==> config.mk <==
export PLATFORM = sky130hd
export DESIGN_NAME = xlr8_pwr_seq
export DESIGN_NICKNAME = d
export VERILOG_FILES = /design/src/rtl/xlr8_pwr_seq.sv
export SDC_FILE = /design/constraint.sdc
export NUM_CORES = 1
export LEC_CHECK = 0
export ABC_AREA = 1
export CORE_MARGIN = 2
export CORE_UTILIZATION = 30
export CTS_CLUSTER_DIAMETER = 30
export CTS_CLUSTER_SIZE = 40
export DETAILED_ROUTE_END_ITERATION = 10
export PLACE_DENSITY_LB_ADDON = 0.15
export SLEW_MARGIN = 0
export SYNTH_ARGS = -nofsm -noshare
export SYNTH_HDL_FRONTEND = slang
export SYNTH_SLANG_ARGS = --single-unit
==> constraint.sdc <==
create_clock -name clk_cpu -period 7.8 [get_ports clk_cpu]
set_input_delay 1.95 -clock clk_cpu [delete_from_list [all_inputs] [get_ports clk_cpu]]
set_output_delay 1.95 -clock clk_cpu [all_outputs]
set_load 0.01 [all_outputs]
==> src/rtl/xlr8_pwr_seq.sv <==
// xlr8_pwr_seq - peripheral clock-gating sequencer on clk_cpu.
// Software writes a target gating mask; peripherals are then gated or
// ungated one at a time through a stop_req/stop_ack handshake.
// Optional build macro XLR8_PWRSEQ_TIMEOUT_EN: forces gating after
// ACK_TIMEOUT request cycles without acknowledge and sets a sticky tmo flag.
module xlr8_pwr_seq #(
   parameter logic [7:0] CTRL_ADDR   = 8'h00,
   parameter logic [7:0] STAT_ADDR   = 8'h01,
   parameter int         NUM_PERIPH  = 6,
   parameter int         ACK_TIMEOUT = 255,
   parameter int         WAKE_CYCLES = 4
) (
   input  logic                  clk_cpu,
   input  logic                  core_rstn,
   input  logic [5:0]            adr,
   input  logic [7:0]            dbus_in,
   output logic [7:0]            dbus_out,
   input  logic                  iore,
   input  logic                  iowe,
   output logic                  io_out_en,
   input  logic [7:0]            ramadr,
   input  logic                  ramre,
   input  logic                  ramwe,
   input  logic                  dm_sel,
   output logic [NUM_PERIPH-1:0] stop_req,
   input  logic [NUM_PERIPH-1:0] stop_ack,
   output logic [NUM_PERIPH-1:0] clk_en,
   output logic                  busy
);

   typedef enum logic [1:0] {
      ST_IDLE = 2'd0,
      ST_REQ  = 2'd1,
      ST_GATE = 2'd2,
      ST_WAKE = 2'd3
   } state_t;

   localparam logic [2:0] LAST_IDX  = 3'(NUM_PERIPH - 1);
   localparam logic [3:0] WAKE_LAST = 4'(WAKE_CYCLES - 1);
`ifdef XLR8_PWRSEQ_TIMEOUT_EN
   localparam logic [7:0] TMO_LAST  = 8'(ACK_TIMEOUT - 1);
`endif

   // Addresses at or above 8'h60 live in data memory space, below in I/O space.
   function automatic logic reg_hit(input logic [7:0] addr, input logic [5:0] io_a,
                                    input logic [7:0] ram_a, input logic io_strb,
                                    input logic ram_strb, input logic sel);
      logic hit;
      if (addr >= 8'h60) hit = sel & ram_strb & (ram_a == addr);
      else               hit = io_strb & (io_a == addr[5:0]);
      return hit;
   endfunction

   // Lowest mismatched index at or above start, wrapping; result is {found, idx}.
   function automatic logic [3:0] pick_next(input logic [NUM_PERIPH-1:0] diff,
                                            input logic [2:0] start);
      logic [3:0] res;
      logic [2:0] k3;
      int         k;
      res = 4'h0;
      for (int i = NUM_PERIPH - 1; i >= 0; i--) begin
         k = int'(start) + i;
         if (k >= NUM_PERIPH) k = k - NUM_PERIPH;
         else                 k = k;
         k3 = 3'(k);
         if (diff[k3]) res = {1'b1, k3};
         else          res = res;
      end
      return res;
   endfunction

   state_t                  state_r, state_nx_s;
   logic [2:0]              idx_r, idx_nx_s, ptr_r, ptr_nx_s;
   logic [NUM_PERIPH-1:0]   target_r, gated_r, gated_nx_s;
   logic [NUM_PERIPH-1:0]   stop_req_r, stop_req_nx_s, clk_en_r, clk_en_nx_s;
   logic [3:0]              wcnt_r, wcnt_nx_s;
   logic [3:0]              pick_s;
   logic                    ctrl_wr_s, ctrl_rd_s, stat_wr_s, stat_rd_s, tmo_s;
   logic [7:0]              ctrl_img_s, stat_img_s;
   logic                    unused_s;
`ifdef XLR8_PWRSEQ_TIMEOUT_EN
   logic [7:0]              tcnt_r, tcnt_nx_s;
   logic                    tmo_r, tmo_set_s;
`endif

   assign ctrl_wr_s = reg_hit(CTRL_ADDR, adr, ramadr, iowe, ramwe, dm_sel);
   assign ctrl_rd_s = reg_hit(CTRL_ADDR, adr, ramadr, iore, ramre, dm_sel);
   assign stat_wr_s = reg_hit(STAT_ADDR, adr, ramadr, iowe, ramwe, dm_sel);
   assign stat_rd_s = reg_hit(STAT_ADDR, adr, ramadr, iore, ramre, dm_sel);
   assign pick_s    = pick_next(target_r ^ gated_r, ptr_r);
   assign unused_s  = ^{dbus_in[7:NUM_PERIPH], stat_wr_s, (ACK_TIMEOUT > 0)};

   // Target mask register: a software write is accepted in every FSM state
   always_ff @(posedge clk_cpu or negedge core_rstn) begin
      if (!core_rstn)     target_r <= {NUM_PERIPH{1'b0}};
      else if (ctrl_wr_s) target_r <= dbus_in[NUM_PERIPH-1:0];
      else                target_r <= target_r;
   end

`ifdef XLR8_PWRSEQ_TIMEOUT_EN
   // Sticky timeout flag: set by a forced gate, cleared by writing 1 to bit 6
   always_ff @(posedge clk_cpu or negedge core_rstn) begin
      if (!core_rstn)                   tmo_r <= 1'b0;
      else if (tmo_set_s)               tmo_r <= 1'b1;
      else if (stat_wr_s && dbus_in[6]) tmo_r <= 1'b0;
      else                              tmo_r <= tmo_r;
   end

   // Request-state acknowledge timeout counter
   always_ff @(posedge clk_cpu or negedge core_rstn) begin
      if (!core_rstn) tcnt_r <= 8'd0;
      else            tcnt_r <= tcnt_nx_s;
   end
   assign tmo_s = tmo_r;
`else
   assign tmo_s = 1'b0;
`endif

   // FSM state and per-peripheral enable/request/gated registers
   always_ff @(posedge clk_cpu or negedge core_rstn) begin
      if (!core_rstn) begin
         state_r    <= ST_IDLE;
         idx_r      <= 3'd0;
         ptr_r      <= 3'd0;
         gated_r    <= {NUM_PERIPH{1'b0}};
         stop_req_r <= {NUM_PERIPH{1'b0}};
         clk_en_r   <= {NUM_PERIPH{1'b1}};
         wcnt_r     <= 4'd0;
      end else begin
         state_r    <= state_nx_s;
         idx_r      <= idx_nx_s;
         ptr_r      <= ptr_nx_s;
         gated_r    <= gated_nx_s;
         stop_req_r <= stop_req_nx_s;
         clk_en_r   <= clk_en_nx_s;
         wcnt_r     <= wcnt_nx_s;
      end
   end

   // Next state: pick one peripheral, handshake it, then gate or wake it
   always_comb begin
      state_nx_s    = state_r;
      idx_nx_s      = idx_r;
      ptr_nx_s      = ptr_r;
      gated_nx_s    = gated_r;
      stop_req_nx_s = stop_req_r;
      clk_en_nx_s   = clk_en_r;
      wcnt_nx_s     = wcnt_r;
`ifdef XLR8_PWRSEQ_TIMEOUT_EN
      tcnt_nx_s     = tcnt_r;
      tmo_set_s     = 1'b0;
`endif
      case (state_r)
         ST_IDLE: begin
            if (pick_s[3]) begin
               idx_nx_s = pick_s[2:0];
               if (pick_s[2:0] == LAST_IDX) ptr_nx_s = 3'd0;
               else                         ptr_nx_s = pick_s[2:0] + 3'd1;
               if (target_r[pick_s[2:0]]) begin
                  state_nx_s                 = ST_REQ;
                  stop_req_nx_s[pick_s[2:0]] = 1'b1;
`ifdef XLR8_PWRSEQ_TIMEOUT_EN
                  tcnt_nx_s                  = 8'd0;
`endif
               end else begin
                  state_nx_s               = ST_WAKE;
                  clk_en_nx_s[pick_s[2:0]] = 1'b1;
                  wcnt_nx_s                = 4'd0;
               end
            end else begin
               state_nx_s = ST_IDLE;
            end
         end
         ST_REQ: begin
            // An abort beats a same-cycle acknowledge
            if (!target_r[idx_r]) begin
               stop_req_nx_s[idx_r] = 1'b0;
               state_nx_s           = ST_IDLE;
            end else if (stop_ack[idx_r]) begin
               state_nx_s = ST_GATE;
`ifdef XLR8_PWRSEQ_TIMEOUT_EN
            end else if (tcnt_r == TMO_LAST) begin
               state_nx_s = ST_GATE;
               tmo_set_s  = 1'b1;
            end else begin
               tcnt_nx_s = tcnt_r + 8'd1;
`else
            end else begin
               state_nx_s = ST_REQ;
`endif
            end
         end
         ST_GATE: begin
            clk_en_nx_s[idx_r] = 1'b0;
            gated_nx_s[idx_r]  = 1'b1;
            state_nx_s         = ST_IDLE;
         end
         ST_WAKE: begin
            if (wcnt_r == WAKE_LAST) begin
               stop_req_nx_s[idx_r] = 1'b0;
               gated_nx_s[idx_r]    = 1'b0;
               state_nx_s           = ST_IDLE;
            end else begin
               wcnt_nx_s = wcnt_r + 4'd1;
            end
         end
         default: state_nx_s = ST_IDLE;
      endcase
   end

   // Register read-back images; unused bits read 0
   always_comb begin
      ctrl_img_s                   = 8'h00;
      ctrl_img_s[NUM_PERIPH-1:0]   = target_r;
      stat_img_s                   = 8'h00;
      stat_img_s[NUM_PERIPH-1:0]   = gated_r;
      stat_img_s[6]                = tmo_s;
      stat_img_s[7]                = busy;
   end

   // Combinational read data multiplexer
   always_comb begin
      if (ctrl_rd_s)      dbus_out = ctrl_img_s;
      else if (stat_rd_s) dbus_out = stat_img_s;
      else                dbus_out = 8'h00;
   end

   assign io_out_en = ctrl_rd_s | stat_rd_s;
   assign stop_req  = stop_req_r;
   assign clk_en    = clk_en_r;
   assign busy      = (state_r != ST_IDLE);

endmodule
### Word-level counts from Yosys, hierarchy flattened

Cells that the tools add are included.

| word-level totals | value |
|---|---|
| RAM bits | 0 |
| register bits after elaboration | 36 |
| memories | 0 |
| input bits | 35 |
| word-level logic and storage cells | 132 |
| memory bits (read-only) | 0 |
| bits in latches | 0 |

| operators by class | value |
|---|---|
| shift-type cells | 0 |
| $mul | 0 |
| muxes and demuxes | 57 |
| bitwise logic cells | 12 |
| div/mod/pow operators | 0 |
| add/sub/neg operators | 13 |
| reduce and logical (&&, ||, !) cells | 14 |
| equal/unequal tests | 12 |
| order comparisons | 16 |

Operators with widths:

| kind | number |
|---|---|
| $mux 6 | 7 |
| $mux 4 | 9 |
| $lt 3x4->1 const B | 8 |
| $bmux 1 s3 | 9 |
| $pmux 6 s2 | 2 |
| $mux 3 | 7 |
| $ge 4x3->1 const B | 5 |
| $and 6x6->6 | 3 |
| $or 6x6->6 | 3 |
| $pmux 6 s3 | 1 |
| $sub 3x3->3 const B | 6 |
| $mux 8 | 2 |
| $ne 2x2->1 const B | 6 |
| $mux 1 | 11 |
| $mux 2 | 5 |
| $add 3x2->4 const B | 2 |
| $add 3x3->4 const B | 2 |
| $pmux 2 s4 | 1 |
| $pmux 4 s2 | 1 |
| $reduce_bool 2->1 | 4 |
| $demux 1 s3 | 2 |
| $eq 6x1->1 const B | 1 |
| $ge 3x1->1 const B | 2 |
| $logic_not 6->1 | 1 |
| 19 further kinds | 24 |

### Longest topological paths before layout

Gate-level depths: netlist of run 1.

| depth | value |
|---|---|
| word-level depth | 19 |
| gate-level depth with buffers | 24 |
| mapped depth without buffers | 23 |

### Worst setup path after synthesis of run 1

Ideal clock, no wire load.

| timing path | value |
|---|---|
| kind | in2out |
| start | input port adr[1] |
| end | output port dbus_out[0] |
| data required time | 5.850 ns |
| cell stages on the path | 3 |
| slack | 3.124 ns |
| data arrival time | 2.726 ns |
| path through | nor3_1 -> nand4_1 -> o22ai_1 |

| on the way | value |
|---|---|
| word-level cells in the longest chain between the ends | 4 |
| elaborated cells between the ends (all ways) | 6 |
| those cells by class | eq/ne: 1; mux: 2; bitwise: 2; reduce/logical: 1 |

Ends and longest elaborated chain:

| what | RTL line | RTL |
|---|---|---|
| start, declared | 15 | `input logic [5:0] adr,` |
| $eq 6x1->1 | 50 | `else hit = io_strb & (io_a == addr[5:0]);` |
| $and 1x1->1 | 50 |  |
| $mux 8 | 224 | `else if (stat_rd_s) dbus_out = stat_img_s;` |
| $mux 8 * | 223 | `if (ctrl_rd_s) dbus_out = ctrl_img_s;` |
| end, declared | 17 | `output logic [7:0] dbus_out,` |

Every way passes the cells marked *; elsewhere a longest branch is shown, timed or not.

### Worst setup path after layout of run 1

| timing path | value |
|---|---|
| start | input port adr[1] |
| end | output port dbus_out[4] |

The elaborated chain is that of the path after synthesis.

==> results.json, run 1 <==
{
  "nNetsFinal": 521,
  "grt_overflow": 0,
  "drv_slew": 0,
  "hold_buffers": 0,
  "cpPeakStageDelay_ps": 570,
  "period_minus_slack_ps": 5790,
  "clk_pin_slew_ps": 70,
  "max-cap-violations": 0,
  "reg2reg_from": "ptr_r[0]",
  "startpoint": "adr[1]",
  "grt_setup_unrepaired": "false",
  "required_ps": 5850,
  "setup_viol_count_final": 0,
  "crit_top_cell": "clkdlybuf4s50_1",
  "antenna_found_initial": 0,
  "path_depth": 5,
  "htreeDepth": 2,
  "r2r_end": "wcnt_r[3]",
  "coreArea_um2": 9200,
  "via_per_inst": 4.94,
  "muxShareOfSynthArea_pct": 0,
  "synth-adder-area-share_pct": 4.42,
  "cp_slowest_cell": "clkdlybuf4s50_1",
  "vias": 2907,
  "highest_layer": "met4",
  "areaGrowthSynthToFinish_pct": 21.8,
  "dieArea_um2": 10200,
  "placedCellCount": 580,
  "cp_cell_sequence": "clkdlybuf4s50_1, nor3_1, nand4_1, o22ai_1, clkdlybuf4s50_1",
  "r2r_setup_slack_ps": 4150,
  "cts.sinks": 36,
  "worstMarginPinSlew_ps": 847,
  "crit_end": "dbus_out[4]",
  "rows": 35,
  "stdcell_count": 588,
  "arrival_ps": 3840,
  "final_cell_mix": "nand2_1 (141), nand3_1 (63), inv_1 (56), clkdlybuf4s50_1 (41), dfrtp_1 (30)",
  "cts_tree": "yes",
  "fmax_mhz": 173,
  "syn_nets": 477,
  "yosysUniqueCellTypes": 36,
  "diodes": 0,
  "gp_congestion": 0.833,
  "synth_area_per_cell_um2": 6.55,
  "drtAntennaViolNets": 0,
  "clk_latency_ps": 290,
  "cts-buffers-inserted": 5,
  "grt_pass1_vias": 2759,
  "timing.critical_path.buf_inv": 2,
  "drive_gt1_share_pct": 8.60,
  "hold_depth": 2,
  "routed_wl_um": 8200,
  "fin_tns_setup_ps": 0,
  "postCtsResizedCells": 0,
  "crit_fanout": 8,
  "die_y_um": 101,
  "dr.pass1.iters": 4,
  "synth_compound_gate_area_share_pct": 10.7,
  "m1WireLength_um": 3930,
  "min_period_over_period_pct": 74.2,
  "ys_seq_elements": 36,
  "ios": 57,
  "synthSimpleGateAreaFrac_pct": 42.2,
  "drc_errors": 0,
  "fin_util_pct": 37.5,
  "critPathCaptureType": "output port",
  "yosysWarnings": 0,
  "cp_top_family": "buffers and inverters",
  "ys_seq_area_share_pct": 32.1,
  "die_w_um": 101,
  "met2_wirelength_um": 3880,
  "status": "completed",
  "mappedNetlistArea_um2": 2830,
  "hold_class": "reg -> reg",
  "crit_path_start_kind": "input port",
  "layout_commonest_cell": "nand2_1",
  "synth_xor_area_share_pct": 1.24,
  "start_util_pct": 30.8,
  "clock_skew_ps": 6.08,
  "cts_root_buf": "clkbuf_8",
  "routedWlPerCell_um": 13.9,
  "relSlewSlack_pct": 43.6,
  "crit_type": "in -> out",
  "post-cts-setup-buffers": 0,
  "dpl.hpwl_um": 6550,
  "synth_top_family_by_area": "simple AND/OR/NAND/NOR gates",
  "grt_usage_pct": 16.6,
  "io_buffers": 42,
  "cts_buffer_depth": 2,
  "reg2reg_depth": 18,
  "drt_iter0_drc": 136,
  "grt_max_degree": 37,
  "grt_pass1_wl_um": 13500,
  "wl_met3_um": 315,
  "syn_inst": 432,
  "hold_viol_final": 0
}
## metrics by stage
stage          setup WS (ps)  area, um^2  hold WS, ps
2_1_floorplan           3120        2830          472
3_3_place_gp            2070        3350          459
3_5_place_dp            2010        3350          463
4_1_cts                 2010        3450          477
5_1_grt                 1820        3450          502
6_report                2010        3450          471
## worst min path at each step
stage	from	endpoint	slack [ps]
floorplan	clk_en[0]	clk_en[0]	470
global placement	clk_en[0]	clk_en[0]	460
detailed placement	clk_en[0]	clk_en[0]	460
CTS	clk_en[0]	clk_en[0]	480
global route	clk_en[0]	clk_en[0]	500
finish	clk_en[0]	clk_en[0]	470
## synth_stat cells
| cell | n | area share [%] |
|---|---|---|
| nand2_1 | 141 | 19 |
| nand3_1 | 63 | 11 |
| inv_1 | 56 | 7.4 |
| dfrtp_1 | 30 | 27 |
| o21ai_0 | 29 | 5.1 |
| nor2_1 | 18 | 2.4 |
| nand2_2 | 12 | 2.7 |
| ha_1 | 10 | 4.4 |
| nor3_1 | 10 | 1.8 |
| o22ai_1 | 9 | 2.0 |
| nand4_1 | 7 | 1.5 |
| dfstp_2 | 6 | 5.6 |
| a21oi_1 | 4 | 0.71 |
| nand3_2 | 4 | 1.4 |
| o21ai_1 | 4 | 0.71 |
| a31oi_1 | 3 | 0.66 |
| clkbuf_1 | 3 | 0.40 |
| xnor2_1 | 3 | 0.93 |
| buf_4 | 2 | 0.53 |
| inv_2 | 2 | 0.27 |
| a22oi_1 | 1 | 0.27 |
| and3_1 | 1 | 0.22 |
| buf_6 | 1 | 0.40 |
| conb_1 | 1 | 0.13 |
| inv_4 | 1 | 0.22 |
| nand2_4 | 1 | 0.40 |
| nand4_4 | 1 | 0.75 |
| nor2_2 | 1 | 0.22 |
| nor2_4 | 1 | 0.40 |
| nor3_2 | 1 | 0.35 |
| o21a_1 | 1 | 0.27 |
| o21ai_2 | 1 | 0.31 |
| o221ai_1 | 1 | 0.31 |
| o311ai_1 | 1 | 0.31 |
| or4_1 | 1 | 0.27 |
| xor2_1 | 1 | 0.31 |
## routing by layer
| layer | vias up | track usage, % |
|---|---|---|
| met2 | 52 | 27.9 |
| li1 | 1506 | - |
| met1 | 1342 | 22.8 |
| met4 | 0 | 3.85 |
| met3 | 7 | 2.07 |
| met5 | - | 0 |
## cells by family after synthesis
family / Yosys count
fa+ha+maj: 10
xor+xnor: 4
simple gates: 262
other cells: 1
buf+inv: 65
flops: 36
compound gates: 54
## tightest hold or removal path, cell delays in order (launching register included)
cell and delay, ps:
dfstp_2 370, nand2_1 50, nand2_1 50
## cell type report
| type | instances | area, um^2 |
|---|---|---|
| fill | 1003 | 5750 |
| multi-input combinational | 331 | 1660 |
| sequential | 36 | 908 |
| timing repair buffer | 43 | 423 |
| inverter | 59 | 224 |
| tap | 111 | 139 |
| clock buffer | 6 | 82.6 |
| clock inverter | 2 | 10.0 |
Power of run 1 is left out: the tool's default activity adds up to more than one toggle a clock period on the data nets, which glitch-free logic cannot reach.
==> run 2, diff against run 1 <==
==> constraint.sdc (replaced) <==
create_clock -name clk_cpu -period 4.75 [get_ports clk_cpu]
set_input_delay 1.1875 -clock clk_cpu [delete_from_list [all_inputs] [get_ports clk_cpu]]
set_output_delay 1.1875 -clock clk_cpu [all_outputs]
set_load 0.01 [all_outputs]
==> run 2 against run 1 <==
Against the previous run:
- clock skew fell by 0.69 ps
- setup slack got worse by 1600 ps
- first-iteration DRC count decreased by 29%
- utilization is essentially flat
- cell count stayed put
- clock-buffer cell count increased by 2
- routed wire length about the same
- die area did not move
- hold slack got worse by 0.63 ps
- critical path depth is the same
- via count is 1.4% higher
- critical endpoint is now dbus_out[0]
- highest routed layer unchanged
==> results.json, run 2 (synthesized netlist as in run 1, its figures left out) <==
{
  "hp-start": "clk_en[0]",
  "die_y_um": 101,
  "cpPeakStageDelay_ps": 570,
  "grt_setup_unrepaired": "false",
  "start_util_pct": 30.8,
  "crit_type": "in -> out",
  "grt_pass1_wl_um": 13500,
  "drive_gt1_share_pct": 8.18,
  "die_w_um": 101,
  "hold_buffers": 0,
  "required_ps": 3560,
  "cts-buffers-inserted": 5,
  "fmax_mhz": 231,
  "cts_root_buf": "clkbuf_8",
  "dieArea_um2": 10200,
  "hold_depth": 2,
  "cp_slowest_cell": "clkdlybuf4s50_1",
  "io_buffers": 42,
  "final_area_um2": 3440,
  "via_per_inst": 5.01,
  "routedWlPerCell_um": 13.9,
  "worstMarginPinSlew_ps": 817,
  "clk_pin_slew_ps": 70,
  "drt_iter0_drc": 96,
  "crit_fanout": 8,
  "postCtsResizedCells": 0,
  "grt_max_degree": 37,
  "r2r_setup_slack_ps": 1110,
  "arrival_ps": 3140,
  "reg2reg_from": "ptr_r[0]",
  "cts_tree": "yes",
  "drtAntennaViolNets": 0,
  "gp_congestion": 0.828,
  "cts.sinks": 36,
  "grt_usage_pct": 16.6,
  "r2r_end": "wcnt_r[3]",
  "vias": 2948,
  "min_period_over_period_pct": 91.1,
  "grt_pass1_vias": 2772,
  "hold_class": "reg -> reg",
  "dpl_cell_area_um2": 3350,
  "dr.pass1.iters": 4,
  "drv_slew": 0,
  "period_minus_slack_ps": 4330,
  "nNetsFinal": 521,
  "cts_buffer_depth": 2,
  "crit_top_cell": "clkdlybuf4s50_1",
  "drc_errors": 0,
  "layout_commonest_cell": "nand2_1",
  "reg2reg_depth": 18,
  "max-cap-violations": 0,
  "rows": 35,
  "critPathCaptureType": "output port",
  "antenna_found_initial": 0,
  "final_cell_mix": "nand2_1 (141), nand3_1 (63), inv_1 (56), clkdlybuf4s50_1 (41), dfrtp_1 (30)",
  "post-cts-setup-buffers": 0,
  "crit_path_start_kind": "input port",
  "hold_viol_final": 0,
  "clock_skew_ps": 5.40,
  "relSlewSlack_pct": 45.5,
  "coreArea_um2": 9200,
  "fill_cells": 1002,
  "cp_cell_sequence": "clkdlybuf4s50_1, nor3_1, nand4_1, o22ai_1, clkdlybuf4s50_1",
  "routed_wl_um": 8200,
  "htreeDepth": 2,
  "setup_viol_count_final": 0,
  "status": "completed",
  "min_to": "clk_en[0]",
  "grt_overflow": 0,
  "clk_latency_ps": 290,
  "ios": 57,
  "diodes": 0,
  "dpl.hpwl_um": 6510,
  "fin_tns_setup_ps": 0,
  "areaGrowthSynthToFinish_pct": 21.7
}
## run 2: changes by cell type in the layout (fill, tap and decap cells not counted), sizes merged
cell,delta
clkbuf,+2
clkinv,-2
## run 2: final cells by class
class                      instances  area (um^2)  share of cell area (%)
multi-input combinational        331         1660                    48.2
sequential                        36          908                    26.4
timing repair buffer              43          423                    12.3
inverter                          59          224                    6.50
tap                              111          139                    4.03
clock buffer                       8         90.1                    2.62
## run 2: metal layers
layer | GRT usage (%) | vias up | part of all wire [%]
met3 | 2.35 | 8 | 4.0
met1 | 22.9 | 1368 | 49
met2 | 27.6 | 71 | 46
li1 | - | 1501 | -
met4 | 4.16 | 0 | 1.1
met5 | 0 | - | 0
## run 2: worst max-delay path by stage
stage                        endpoint    from  slack [ps]  depth (start not counted)
after floorplan           dbus_out[0]  adr[1]        1600                          3
after global placement    dbus_out[5]  adr[1]         540                          5
after detailed placement  dbus_out[0]  adr[1]         450                          5
after CTS                 dbus_out[0]  adr[1]         450                          5
after global routing      dbus_out[5]  adr[1]         260                          5
final                     dbus_out[0]  adr[1]         420                          5
## run 2: metrics by stage
| step | cells | setup WS (ps) | util, % | hold slack, ps |
|---|---|---|---|---|
| after floorplan | 432 | 1600 | - | 472 |
| after global placement | 580 | 536 | 36.5 | 461 |
| after detailed placement | 580 | 452 | 36.5 | 462 |
| after CTS | 588 | 446 | 37.5 | 475 |
| after global routing | 588 | 262 | 37.5 | 508 |
| final | 588 | 424 | 37.5 | 470 |
## run 2: worst max-delay path, delay by kind of cell
family	cells	cell delay [ps]
buf+inv	2	970
compound gates	1	270
simple gates	2	710
Power of run 2 is left out for the same reason.
==> run 3, diff against run 2 <==
--- a/config.mk
+++ b/config.mk
@@ -12,6 +12,7 @@
 export CTS_CLUSTER_SIZE = 40
 export DETAILED_ROUTE_END_ITERATION = 10
 export PLACE_DENSITY_LB_ADDON = 0.15
+export SKIP_CTS_REPAIR_TIMING = 1
 export SLEW_MARGIN = 0
 export SYNTH_ARGS = -nofsm -noshare
 export SYNTH_HDL_FRONTEND = slang
==> results of run 3 <==
No change in the layout: final DEF, timing and power equal those of run 2.
Power of run 3 is left out for the same reason.
